## src/rtl/cory_demuxn_pkg.sv

```systemverilog
// cory_demuxn_pkg: shared constants and helpers for the cory_demuxn slice.
//   CORY_DEMUX_IDX   - MODE value for binary index select
//   CORY_DEMUX_BCAST - MODE value for one-hot/multi-hot broadcast mask
//   sel_width()      - select width for a given output count and mode
package cory_demuxn_pkg;

  localparam int CORY_DEMUX_IDX   = 0;
  localparam int CORY_DEMUX_BCAST = 1;

  // Broadcast carries one mask bit per output; index mode needs
  // max(1, clog2(m)) bits.
  function automatic int sel_width(input int m, input int mode);
    if (mode == CORY_DEMUX_BCAST) return m;
    return (m < 2) ? 1 : $clog2(m);
  endfunction

endpackage

```

## src/rtl/cory_demuxn_if.sv

```systemverilog
// cory_demuxn_if: bundle of the demux streams.
//   i_s_v/i_s_d/o_s_r : select stream (SW bits)
//   i_a_v/i_a_d/o_a_r : data stream (N bits)
//   o_z_v/o_z_d/i_z_r : M output streams, lane k at o_z_d[k*N +: N]
//   o_err             : one-cycle pulse after an invalid select is dropped
// master = environment (drives sources and output ready), slave = demux.
interface cory_demuxn_if #(
  parameter int N  = 8,
  parameter int M  = 4,
  parameter int SW = 2
);
  logic            i_s_v;
  logic [SW-1:0]   i_s_d;
  logic            o_s_r;
  logic            i_a_v;
  logic [N-1:0]    i_a_d;
  logic            o_a_r;
  logic [M-1:0]    o_z_v;
  logic [M*N-1:0]  o_z_d;
  logic [M-1:0]    i_z_r;
  logic            o_err;

  modport master (
    output i_s_v, i_s_d, i_a_v, i_a_d, i_z_r,
    input  o_s_r, o_a_r, o_z_v, o_z_d, o_err
  );

  modport slave (
    input  i_s_v, i_s_d, i_a_v, i_a_d, i_z_r,
    output o_s_r, o_a_r, o_z_v, o_z_d, o_err
  );
endinterface

```

## src/rtl/cory_demuxn_queue.sv

```systemverilog
// cory_demuxn_queue: per-lane output buffer (cory_queue semantics).
//   Q = 0 : combinational pass-through (o_r follows i_r).
//   Q >= 1: FIFO of depth Q; o_r depends only on the full state, so a
//           word written this cycle appears at the output next cycle.
// Ports: clk, reset_n (async low), i_v/i_d/o_r (write side),
//        o_v/o_d/i_r (read side).
module cory_demuxn_queue #(
  parameter int N = 8,
  parameter int Q = 0
) (
  input  logic         clk,
  input  logic         reset_n,
  input  logic         i_v,
  input  logic [N-1:0] i_d,
  output logic         o_r,
  output logic         o_v,
  output logic [N-1:0] o_d,
  input  logic         i_r
);

  if (Q == 0) begin : g_pass
    logic unused_clk;
    assign unused_clk = clk ^ reset_n;
    assign o_v = i_v;
    assign o_d = i_d;
    assign o_r = i_r;
  end else begin : g_fifo
    localparam int PW = (Q < 2) ? 1 : $clog2(Q);
    localparam int CW = $clog2(Q + 1);

    // Storage is rounded up to a power of two so every pointer value
    // indexes a real entry; pointers still wrap at Q-1.
    logic [N-1:0]  mem [2**PW];
    logic [PW-1:0] wp, rp;
    logic [CW-1:0] cnt;
    logic          push, pop;

    assign o_r  = (cnt != CW'(Q));
    assign o_v  = (cnt != '0);
    assign o_d  = mem[rp];
    assign push = i_v && o_r;
    assign pop  = o_v && i_r;

    always_ff @(posedge clk or negedge reset_n) begin
      if (!reset_n) begin
        wp  <= '0;
        rp  <= '0;
        cnt <= '0;
      end else begin
        if (push) wp <= (wp == PW'(Q - 1)) ? '0 : wp + PW'(1);
        if (pop)  rp <= (rp == PW'(Q - 1)) ? '0 : rp + PW'(1);
        cnt <= cnt + CW'(push) - CW'(pop);
      end
    end

    always_ff @(posedge clk) begin
      if (push) mem[wp] <= i_d;
    end
  end

endmodule

```

## src/rtl/cory_demuxn.sv

```systemverilog
// cory_demuxn: M-way demultiplexer with per-lane buffering.
//   MODE = CORY_DEMUX_IDX  : i_s_d is a binary lane index (>= M is invalid)
//   MODE = CORY_DEMUX_BCAST: i_s_d is a lane mask (0 is invalid)
// Select and data are consumed together (o_s_r == o_a_r). A broadcast that
// only partially lands is remembered in 'sent' so delivered lanes are not
// written twice while the rest stall. Invalid selects are consumed at once
// and reported by o_err on the following cycle.
// Ports: clk, reset_n (async low), bus (cory_demuxn_if.slave).
module cory_demuxn
  import cory_demuxn_pkg::*;
#(
  parameter int N    = 8,
  parameter int M    = 4,
  parameter int Q    = 0,
  parameter int MODE = CORY_DEMUX_IDX
) (
  input logic          clk,
  input logic          reset_n,
  cory_demuxn_if.slave bus
);

  localparam int SW = sel_width(M, MODE);

  logic [SW-1:0]       sel;
  logic [M-1:0]        tgt, lv, lr, acc, sent, zv;
  logic [M-1:0][N-1:0] zd;
  logic                txn, done, err_q;

  assign sel = bus.i_s_d;
  assign txn = bus.i_a_v && bus.i_s_v;

  if (MODE == CORY_DEMUX_BCAST) begin : g_bcast
    assign tgt = sel;
  end else begin : g_idx
    assign tgt = (int'(sel) < M) ? (M'(1) << sel) : '0;
  end

  assign lv  = {M{txn}} & tgt & ~sent;
  assign acc = lv & lr;
  // An empty target set is trivially done, which drops invalid selects.
  assign done = txn && (((sent | acc) & tgt) == tgt);

  assign bus.o_a_r = done;
  assign bus.o_s_r = done;
  assign bus.o_err = err_q;
  assign bus.o_z_v = zv;
  assign bus.o_z_d = zd;

  always_ff @(posedge clk or negedge reset_n) begin
    if (!reset_n) begin
      sent  <= '0;
      err_q <= 1'b0;
    end else begin
      if (MODE == CORY_DEMUX_BCAST) sent <= done ? '0 : (sent | acc);
      err_q <= txn && (tgt == '0);
    end
  end

  for (genvar k = 0; k < M; k++) begin : g_lane
    cory_demuxn_queue #(.N(N), .Q(Q)) u_q (
      .clk     (clk),
      .reset_n (reset_n),
      .i_v     (lv[k]),
      .i_d     (tgt[k] ? bus.i_a_d : '0),
      .o_r     (lr[k]),
      .o_v     (zv[k]),
      .o_d     (zd[k]),
      .i_r     (bus.i_z_r[k])
    );
  end

`ifdef SIM
  // While some lanes are already delivered, the source must keep its mask.
  logic [SW-1:0] sel_q;
  always_ff @(posedge clk) begin
    if ((|sent) && txn && (sel != sel_q)) begin
      $display("ERROR: cory_demuxn select changed mid-broadcast");
      $finish;
    end
    sel_q <= sel;
  end
`endif

endmodule

```

## src/flat_wrapper.sv

```systemverilog
// flat-port wrapper written by rule: the top's interface ports become plain ports
module cory_demuxn_flat import cory_demuxn_pkg::*;
#(
  parameter int N    = 8,
  parameter int M    = 4,
  parameter int Q    = 0,
  parameter int MODE = CORY_DEMUX_IDX
)
  (clk, reset_n, bus_i_s_v, bus_i_s_d, bus_i_a_v, bus_i_a_d, bus_i_z_r, bus_o_s_r, bus_o_a_r, bus_o_z_v, bus_o_z_d, bus_o_err);
  cory_demuxn_if #(.N(N), .M(M), .SW(2)) bus_i ();
  input logic clk;
  input logic reset_n;
  input wire logic [$bits(bus_i.i_s_v)-1:0] bus_i_s_v;
  input wire logic [$bits(bus_i.i_s_d)-1:0] bus_i_s_d;
  input wire logic [$bits(bus_i.i_a_v)-1:0] bus_i_a_v;
  input wire logic [$bits(bus_i.i_a_d)-1:0] bus_i_a_d;
  input wire logic [$bits(bus_i.i_z_r)-1:0] bus_i_z_r;
  output wire logic [$bits(bus_i.o_s_r)-1:0] bus_o_s_r;
  output wire logic [$bits(bus_i.o_a_r)-1:0] bus_o_a_r;
  output wire logic [$bits(bus_i.o_z_v)-1:0] bus_o_z_v;
  output wire logic [$bits(bus_i.o_z_d)-1:0] bus_o_z_d;
  output wire logic [$bits(bus_i.o_err)-1:0] bus_o_err;
  assign bus_i.i_s_v = bus_i_s_v;
  assign bus_i.i_s_d = bus_i_s_d;
  assign bus_i.i_a_v = bus_i_a_v;
  assign bus_i.i_a_d = bus_i_a_d;
  assign bus_i.i_z_r = bus_i_z_r;
  assign bus_o_s_r = bus_i.o_s_r;
  assign bus_o_a_r = bus_i.o_a_r;
  assign bus_o_z_v = bus_i.o_z_v;
  assign bus_o_z_d = bus_i.o_z_d;
  assign bus_o_err = bus_i.o_err;
  cory_demuxn #(.N(N), .M(M), .Q(Q), .MODE(MODE)) u_core (.clk(clk), .reset_n(reset_n), .bus(bus_i));
endmodule
```

## config.mk

```make
export PLATFORM = sky130hd
export DESIGN_NAME = cory_demuxn_flat
export DESIGN_NICKNAME = d
export VERILOG_FILES = /design/src/rtl/cory_demuxn_pkg.sv /design/src/rtl/cory_demuxn_if.sv /design/src/rtl/cory_demuxn_queue.sv /design/src/rtl/cory_demuxn.sv /design/src/flat_wrapper.sv
export SDC_FILE = /design/constraint.sdc
export NUM_CORES = 1
export LEC_CHECK = 0
export CORE_UTILIZATION = 20
export CTS_CLUSTER_DIAMETER = 150
export DETAILED_ROUTE_END_ITERATION = 8
export PLACE_DENSITY = 0.81
export SYNTH_ARGS = -nofsm -noshare
export SYNTH_HDL_FRONTEND = slang
export SYNTH_SLANG_ARGS = --single-unit
```

## constraint.sdc

```tcl
create_clock -name clk -period 0.8 [get_ports clk]
set_clock_uncertainty 0.2 [all_clocks]
set_input_delay 0.16 -clock clk [delete_from_list [all_inputs] [get_ports clk]]
set_output_delay 0.16 -clock clk [all_outputs]
set_load 0.1 [all_outputs]
```

# Word level (Yosys, flattened, before mapping)
# Cells that the tools add are included.
[word_totals]
ff_bits = 1
latch_bits = 0
mem_bits_rw = 0
romBits = 0
input_bits = 18
out_inout_bits = 39
wordCells = 17
n_memories = 0
[classes]
add_sub_neg = 0
mul = 0
div = 0
magnitude_cmp = 0
n_eq_ne = 1
shifts = 1
muxes = 4
bitwise = 6
n_reduce_logical = 4
[ops]
columns = ["op", "n"]
rows = [
  ["$mux 8", 4],
  ["$and 4x4->4", 4],
  ["$eq 4x4->1", 1],
  ["$logic_not 4->1", 1],
  ["$not 4->4", 1],
  ["$or 4x4->4", 1],
  ["$shl 1x2->4 const A", 1],
  ["$logic_and 1x1->1", 3],
]

# Longest topological paths before layout
# Gate-level depths: netlist of the first run.
[depth]
word_depth = 8
mapped_depth = 2
depth_no_buf = 1

# Hierarchy
# Synthesis of the first run repeated with hierarchy kept, for this count alone.
[unflattened]
hier_cells = 82
area_unflattened_um2 = 660.6
[by_module_without_submodules]
columns = ["mod", "n_inst", "cells_per_inst", "area_per_inst_um2", "seq_area_each_um2"]
rows = [
  ["cory_demuxn", 1, 42, 360.3, 25.0],
  ["cory_demuxn_queue", 4, 10, 75.1, 0.0],
]

# Worst setup path before layout of the first run
# Ideal clock, no wire load.
[synth_path]
path_type = "input port to output port"
start = "input port bus_i_s_d[1]"
end = "output port bus_o_z_d[0]"
arrival_ns = 2.516
t_required_ns = 0.440
setup_slack_ns = -2.076
path_stages = 2
n_path_buf = 1
cell_sequence = "buf_2 nor3b_1"
[synth_via]
elab_chain_len = 2
[synth_lines]
columns = ["item", "line", "rtl"]
rows = [
  ["start, declared", "flat_wrapper.sv:14", "input wire logic [$bits(bus_i.i_s_d)-1:0] bus_i_s_d;"],
  ["$shl 1x2->4", "cory_demuxn.sv:35", "assign tgt = (int'(sel) < M) ? (M'(1) << sel) : '0;"],
  ["$mux 8", "cory_demuxn.sv:64", ".i_d (tgt[k] ? bus.i_a_d : '0),"],
  ["end, declared", "flat_wrapper.sv:21", "output wire logic [$bits(bus_i.o_z_d)-1:0] bus_o_z_d;"],
]
# No other way between the ends.

# Worst setup path in the final report of the first run
[layout_path]
start = "input port bus_i_s_d[0]"
end = "output port bus_o_z_d[16]"
# Same word-level chain as after synthesis.

==> metrics.cfg, run 1 <==
[pwr]
switchingPower_mw=0.826
cellPowerDensity_nw_per_um2=905
internal-power_mw=0.593
combinationalPowerShare_pct=95.9
peakVddDrop_mv=0.764
leakage_nw=0.637
p_total_mw=1.42
p_seq_share_pct=4.1
swShare_pct=58.2
p_clk_share_pct=0

[drt]
highest_layer=met4
viasPerCell=4.66
wl_met3_um=136
drc=0
wl_met2_mm=1.23
routed_wl_mm=2.16
wl_met1_um=760
drt_iter0_drc=0
drt_pass1_iterations=1
vias=559
wire_per_inst_um=18.0
ant_nets=0

[placement]
io_buffers=48
hpwl_mm=1.14
dp.cells=114
place_area_um2=1390
gp_congestion=0.655
preCtsSetupSlack_ps=-873

[critical_path]
slowest_delay_ps=310
critPathArrivalTime_ps=910
end_kind=output pin
critPathMaxFanout=8
startpoint_type=input pin
slowest_stage=and3b_4
cpMostUsedCell=buf_12
critical_path_class=input pin to output pin
cp_top_family=buffers and inverters
path_cells=buf_12, buf_16, and3b_4, buf_12
worstPathRequired_ps=440
path_buf_inv=3

[timing]
final.period_utilization_pct=159
fin_crit_ps=1270
postLayoutSetupSlackWorst_ps=-473
fin_tns_setup_ps=-14450
slew_viol_final=0
rsz0062_at_grt=true
finalSetupViolations=35
final_hold_viol_count=0
max_freq_mhz=785
hold_slack_ps=111

[floorplan]
design.core.area_um2=1750
num_rows=15
io_pins=57
die_h_um=45.3
die_area_um2=2050
start_util_pct=21.4
fp.dieW_um=45.3

[cells_and_area]
finalInstanceArea_um2=1570
syn_to_final_growth_pct=319
finalNonFillerCells=120
fin_nets=115
largest_reg_flops=1
insertedDiodeCount=0
drive_above_1_share_pct=91.6
finish.utilization_pct=89.8

[outcome]
violations=negative setup slack
status=finished, violations left

[grt]
grt_pass1_wl_mm=3.17
grt.overflow.total=0
grt_pass1_vias=600
grt.total_usage_pct=21.9
antenna_found_initial=0
grt_max_degree=17

[synthesis]
yosysSeqAreaShare_pct=6.69
ys_ff_latch=1
ys_async_sr_fraction_pct=100
ys.warnings.count=4
yosysUniqueCellTypes=10
synth.area.top_cells=and3b_1, nor3b_1, and3_1
ys.flop_type=dfrtp_1
syn_avg_cell_area_um2=8.13
synth_top_area_share_pct=32.8
synth_top_area_cell=and3b_1
synthCells=46
synth_edf_count=0
netlist_area_um2=374
yosys-top-cells-count=and3b_1, and3_1, nor3b_1
yosysMostFrequentCell=and3b_1

[clocking]
clk_pin_slew_ps=0
cts_hold_buf=0

[hold_path]
hold_class=input pin to asynchronous set/reset pin

[flow_run]
cap_violations=0

[cells in the final DEF (no fill, tap or decap)]
master	netlist	routed
dfrtp_4	0	1
and3b_4	0	16
conb_1	1	5
buf_16	0	5
clkdlybuf4s50_1	0	1
nor3b_4	0	8
clkbuf_2	0	3
and2_4	0	1
clkdlybuf4s15_1	0	2
clkdlybuf4s15_2	0	3
buf_6	3	2
buf_12	0	40
and3_4	0	8
[worst paths after layout]
path,start,endpoint,cells past startpoint
max,bus_i_s_d[0],bus_o_z_d[16],4
min,reset_n,u_core.bus.o_err$_DFF_PN0_,1
min in group clk,u_core.bus.o_err$_DFF_PN0_,bus_o_err,1
max in group asynchronous,reset_n,u_core.bus.o_err$_DFF_PN0_,1
[layer usage]
layer | vias up | GRT usage [%]
met4 | 0 | 3.64
li1 | 256 | -
met3 | 4 | 2.80
met5 | - | 0
met2 | 34 | 44.1
met1 | 265 | 24.1
[what timing repair did]
item                                    CTS  global route
resized for setup                        52             4
pin swaps                                11             2
setup buffers                             1             0
endpoints found under the setup margin   35            35
cloned                                    5             0
[layout make-up]
type,count,area [um2]
flip-flops and latches,1,28.8
multi-input cells,38,468
well taps,25,31.3
repair buffers,56,1040
fillers,64,178
[power groups by stage]
stage	Sequential (mW)	Clock, mW	Combinational, mW
after floorplan	0.0762	0	0.844
after global placement	0.0581	0	1.23
after detailed placement	0.0580	0	1.24
after CTS	0.0581	0	1.36
after global routing	0.0584	0	1.39
final	0.0580	0	1.36
[cells by family after synthesis]
family / Yosys count / synth area share [%]
other: 1 / 1.00
flip-flops: 1 / 6.69
buffers and inverters: 11 / 23.1
AND/OR/NAND/NOR: 33 / 69.2
No activity file was read; power rests on OpenSTA's default activity.
==> inputs of run 2 (changes only) <==
--- a/config.mk
+++ b/config.mk
@@ -8,6 +8,7 @@
 export CORE_UTILIZATION = 20
 export CTS_CLUSTER_DIAMETER = 150
 export DETAILED_ROUTE_END_ITERATION = 8
+export GPL_ROUTABILITY_DRIVEN = 1
 export PLACE_DENSITY = 0.81
 export SYNTH_ARGS = -nofsm -noshare
 export SYNTH_HDL_FRONTEND = slang
==> results of run 2 <==
The final DEF is identical to that of run 1; final timing and power are the same.
